--- src/rtl/ps2_host_tx.sv ---
// ps2_host_tx: PS/2 host-to-device byte transmitter driving open-collector clock/data through output enables.
module ps2_host_tx #(
  parameter int INHIBIT_CYCLES = 3000,
  parameter int REQ_CYCLES     = 250,
  parameter int TIMEOUT_CYCLES = 375000
) (
  input  logic       CLK_25MHZ,
  input  logic       RESET,
  input  logic       PS2_CLK_IN,
  input  logic       PS2_DATA_IN,
  output logic       PS2_CLK_OE,
  output logic       PS2_DATA_OE,
  input  logic       TX_VALID,
  input  logic [7:0] TX_DATA,
  output logic       TX_READY,
  output logic       TX_DONE,
  output logic       TX_ERROR
);
  localparam int MAX_IR = (INHIBIT_CYCLES > REQ_CYCLES) ? INHIBIT_CYCLES : REQ_CYCLES;
  localparam int MAX_C  = (TIMEOUT_CYCLES > MAX_IR) ? TIMEOUT_CYCLES : MAX_IR;
  localparam int W      = $clog2(MAX_C + 1);
  typedef enum logic [2:0] {IDLE, INHIBIT, REQ, SEND, ACK, WAIT_IDLE} state_t;
  state_t       state_q, state_d;
  logic [W-1:0] cnt_q, cnt_d;
  logic [3:0]   bc_q, bc_d;
  logic [9:0]   sh_q, sh_d;
  logic [1:0]   ck_sync_q, dt_sync_q;
  logic         ck_prev_q;
  logic         clk_oe_q, clk_oe_d, data_oe_q, data_oe_d;
  logic         done_q, done_d, err_q, err_d;
  logic         fall, tmo;
  assign fall        = ck_prev_q & ~ck_sync_q[1];
  assign tmo         = (state_q inside {SEND, ACK, WAIT_IDLE}) && (cnt_q == W'(TIMEOUT_CYCLES - 1));
  assign PS2_CLK_OE  = clk_oe_q;
  assign PS2_DATA_OE = data_oe_q;
  assign TX_READY    = (state_q == IDLE);
  assign TX_DONE     = done_q;
  assign TX_ERROR    = err_q;
  always_ff @(posedge CLK_25MHZ or posedge RESET) begin
    if (RESET) begin
      state_q   <= IDLE;
      cnt_q     <= '0;
      bc_q      <= '0;
      sh_q      <= '0;
      ck_sync_q <= 2'b11;
      dt_sync_q <= 2'b11;
      ck_prev_q <= 1'b1;
      clk_oe_q  <= 1'b0;
      data_oe_q <= 1'b0;
      done_q    <= 1'b0;
      err_q     <= 1'b0;
    end else begin
      state_q   <= state_d;
      cnt_q     <= cnt_d;
      bc_q      <= bc_d;
      sh_q      <= sh_d;
      ck_sync_q <= {ck_sync_q[0], PS2_CLK_IN};
      dt_sync_q <= {dt_sync_q[0], PS2_DATA_IN};
      ck_prev_q <= ck_sync_q[1];
      clk_oe_q  <= clk_oe_d;
      data_oe_q <= data_oe_d;
      done_q    <= done_d;
      err_q     <= err_d;
    end
  end
  // A timeout overrides whatever the line is doing in the same cycle.
  always_comb begin
    state_d = state_q;
    if (tmo) state_d = IDLE;
    else case (state_q)
      IDLE:      state_d = TX_VALID ? INHIBIT : IDLE;
      INHIBIT:   state_d = (cnt_q == W'(INHIBIT_CYCLES - 1)) ? REQ : INHIBIT;
      REQ:       state_d = (cnt_q == W'(REQ_CYCLES - 1)) ? SEND : REQ;
      SEND:      state_d = (fall && bc_q == 4'd9) ? ACK : SEND;
      ACK:       state_d = fall ? (dt_sync_q[1] ? IDLE : WAIT_IDLE) : ACK;
      WAIT_IDLE: state_d = (ck_sync_q[1] && dt_sync_q[1]) ? IDLE : WAIT_IDLE;
      default:   state_d = IDLE;
    endcase
  end
  // The counter keeps running from SEND through ACK and WAIT_IDLE so it bounds the whole exchange.
  always_comb begin
    cnt_d     = (state_d == IDLE || (state_d != state_q && !(state_d inside {ACK, WAIT_IDLE}))) ? '0 : cnt_q + 1'b1;
    bc_d      = (state_q == SEND) ? bc_q + {3'b000, fall} : 4'd0;
    sh_d      = (state_q == IDLE && TX_VALID) ? {1'b1, ~^TX_DATA, TX_DATA} :
                (state_q == SEND && fall) ? {1'b0, sh_q[9:1]} : sh_q;
    clk_oe_d  = state_d inside {INHIBIT, REQ};
    data_oe_d = (state_d == REQ) ||
                (state_d == SEND && (state_q != SEND || (fall ? !sh_q[0] : data_oe_q)));
    done_d    = !tmo && state_q == WAIT_IDLE && state_d == IDLE;
    err_d     = tmo || (state_q == ACK && state_d == IDLE);
  end
endmodule

--- config.mk ---
export PLATFORM = sky130hd
export DESIGN_NAME = ps2_host_tx
export DESIGN_NICKNAME = d
export VERILOG_FILES = /design/src/rtl/ps2_host_tx.sv
export SDC_FILE = /design/constraint.sdc
export NUM_CORES = 1
export LEC_CHECK = 0
export BUFFER_PORTS_ARGS = -buffer_cell sky130_fd_sc_hd__buf_4
export CORE_MARGIN = 8
export CORE_UTILIZATION = 55
export CTS_CLUSTER_DIAMETER = 40
export DETAILED_ROUTE_END_ITERATION = 10
export PLACE_DENSITY = 0.77
export SLEW_MARGIN = 5
export SYNTH_ARGS = -nofsm -noshare
export SYNTH_HDL_FRONTEND = slang
export SYNTH_SLANG_ARGS = --single-unit
--- constraint.sdc ---
create_clock -name CLK_25MHZ -period 3.8 [get_ports CLK_25MHZ]
set_clock_uncertainty 0.1 [all_clocks]
set_input_delay 0.76 -clock CLK_25MHZ [delete_from_list [all_inputs] [get_ports CLK_25MHZ]]
set_output_delay 0.76 -clock CLK_25MHZ [all_outputs]
set_load 0.01 [all_outputs]
==> out/qor.yml <==
status:
  outcome: "finished, final reports clean"
global_route:
  antenna_found_initial: 0
  grt_pass1_vias: 1694
  overflow: 0
  grt_max_degree: 46
  grtUsageTotal_pct: 14.7
  grt_pass1_wl_microns: 7520
worst_setup_path:
  worst-endpoint-required_ns: 3.88
  r2r_start: "state_q[0]"
  r2r_slack_ns: 0.78
  critPathLaunchType: "flip-flop"
  cp-end-kind: "flip-flop"
  reg2reg_to: "cnt_q[13]"
  reg2reg_depth: 7
  critPathArrivalTime_ns: 3.11
  cp_max_fo: 12
  critPathKind: "flip-flop to flip-flop"
layout:
  area_growth_pct: 11.1
  final.fill_count: 355
  drive_gt1_share_pct: 12.6
  antenna_cells: 0
  nNetsFinal: 270
run:
  drv_cap: 0
power:
  combPwrFrac_pct: 4.7
  p_int_uw: 631
  swShare_pct: 21.6
  irDropWorstVdd_mv: 0.209
  pwr-share-seq_pct: 60.3
  p_leak_nw: 1.10
  switchingPower_uw: 174
  powerDensity_nw_per_um2: 322
  clkPwrFrac_pct: 34.9
synthesis:
  synth.area.top_cells: "dfrtp_1 (44%), nor2_1 (7.3%), dfstp_2 (5.8%)"
  ys.flop_type: "dfrtp_1"
  synth_cell_type_count: 38
  yosysWarnings: 0
  yosys.area.top_type_share_pct: 44.4
  syn_nets: 250
  yosysSeqAreaShare_pct: 50.3
  synth_area_sq_um: 2250
  syn_inst: 233
  async_reset_ff_share_pct: 100
  synth_top_cell_by_area: "dfrtp_1"
  synth_edf_count: 0
  yosysMostFrequentCell: "nor2_1"
  synth_common_cells: "nor2_1 (44), dfrtp_1 (40), nand2_1 (27)"
  syn_area_per_cell_sq_um: 9.67
  ys_ff_latch: 45
clock_network:
  clockBufferDepth: 2
  htreeDepth: 2
  root_buffer: "clkbuf_8"
  cts_setup_buffers: 0
  insertion_delay_ns: 0.30
  clock_sinks: 45
  ctsResizeCount: 0
  clk_pin_slew_worst_paths_ns: 0.08
  hold_buffers: 0
  cts_tree: "yes"
  cts_buffers: 5
detailed_routing:
  routed-via-count: 1682
  drt_iter0_drc: 180
  wl_microns: 4260
  antenna_left: 0
  post-route-drc-count: 0
  via_per_inst: 5.53
  wl_per_cell_microns: 14.0
  first_pass_iters: 4
die:
  fp.dieArea_sq_um: 6400
  ios: 18
  start_util_pct: 56.7
  die_height_microns: 80.0
  rows: 23
  die_x_microns: 80.0
  coreArea_sq_um: 3970
timing:
  period_share_pct: 79.6
  rsz0062_at_grt: "no"
  hold_violations: 0
  setup_viol: 0
  worst_slew_pin_slew_ns: 0.978
  holdWs_ns: 0.261
  finalSetupTns_ns: 0
  layout_min_cycle_time_ns: 3.02
  slew_viol_final: 0
  fmax_mhz: 331
  relSlewSlack_pct: 34.4
min_path:
  holdPathEnd: "ck_sync_q[1]"
  hold_class: "flip-flop to flip-flop"
  holdPathStages: 0
  worstHoldStart: "ck_sync_q[0]"
place:
  io_buffers: 17
  dp_hpwl_microns: 3060
  routabilityCongestion: 0.822
[worst max-delay path, stage by stage (launching register included)]
cell and delay [ns]:
dfrtp_1 0.52, or4_1 0.55, or4_1 0.49, o211ai_2 0.21
nor4_1 0.10, a2111oi_4 0.61, buf_4 0.28, nor2_1 0.07
[worst max-delay path by stage]
stage                     depth (start not counted)         to  startpoint
after floorplan                                   8  cnt_q[12]  state_q[2]
after global placement                            7   cnt_q[9]  state_q[0]
after detailed placement                          7  cnt_q[13]  state_q[0]
after CTS                                         7  cnt_q[13]  state_q[0]
after global routing                              7  cnt_q[13]  state_q[0]
final                                             7  cnt_q[13]  state_q[0]
[logic make-up (layout without fill, tap and decap cells)]
family                   after synthesis  count (layout)  synth area share, %
XOR/XNOR                              26              26                 10.1
adder cells (fa/ha/maj)                4               4                 2.22
AND/OR/NAND/NOR                      119             119                 25.8
flip-flops                            45              45                 50.3
buffers and inverters                 13              34                 2.83
multiplexers                           1               1                0.444
AO/OA/AOI/OAI                         25              25                 8.28
[layout by cell type, fill, tap and decap left out, drive strengths merged, types with 2 or more instances in the layout]
| master | count |
|---|---|
| nor2b | 3 |
| nand3 | 9 |
| nor2 | 44 |
| o21ai | 4 |
| dfrtp | 40 |
| clkinv | 2 |
| nand4 | 6 |
| or3 | 2 |
| nor3b | 6 |
| nor3 | 3 |
| xor2 | 12 |
| nand2 | 27 |
| a31oi | 9 |
| ha | 4 |
| a21oi | 4 |
| dfstp | 5 |
| and3 | 4 |
| inv | 6 |
| a21boi | 2 |
| and2 | 3 |
| buf | 19 |
| or4 | 3 |
| nor4 | 2 |
| xnor2 | 14 |
| clkbuf | 7 |
| nand4b | 2 |
| and4 | 2 |
[state kept, by name (all words and copies together) (netlist names)]
name and flops:
bc_q 4, PS2_DATA_OE 1, TX_ERROR 1, TX_DONE 1, cnt_q 19, ck_sync_q 2
sh_q 10, ck_prev_q 1, dt_sync_q 2, PS2_CLK_OE 1, state_q 3
[routing by layer]
metal,track usage (%),vias to the layer above,routed length (microns)
met5,0,-,0
met4,6.00,0,59
met3,4.62,6,195
met2,23.9,19,2070
met1,17.6,815,1930
li1,-,842,-
[power groups by stage]
stage	Sequential, mW	Clock, mW	Combinational (mW)
6_report	0.486	0.281	0.0382
5_1_grt	0.486	0.313	0.0436
4_1_cts	0.486	0.294	0.0392
3_5_place_dp	0.495	0	0.0383
3_3_place_gp	0.495	0	0.0384
2_1_floorplan	0.494	0	0.0224
[area by class of cell]
class	count	area, sq um	share of cell area [%]
clock buffers	7	76.3	3.05
flip-flops and latches	45	1130	45.3
multi-input cells	175	1060	42.2
clock inverters	1	5.00	0.200
well taps	50	62.6	2.50
inverters	7	26.3	1.05
repair buffers	19	143	5.70
[stage by stage]
step           instances  total power [mW]  util (%)  setup slack, ns  instance area (sq um)
6_report             304             0.805      63.0            0.776                   2500
5_1_grt              304             0.843      63.0            0.553                   2500
4_1_cts              304             0.819      63.0            0.751                   2500
3_5_place_dp         296             0.533      60.9            0.764                   2420
3_3_place_gp         296             0.533      60.9            0.852                   2420
2_1_floorplan        233             0.517         -             1.10                   2250
Power figures use the tool's default switching activity.
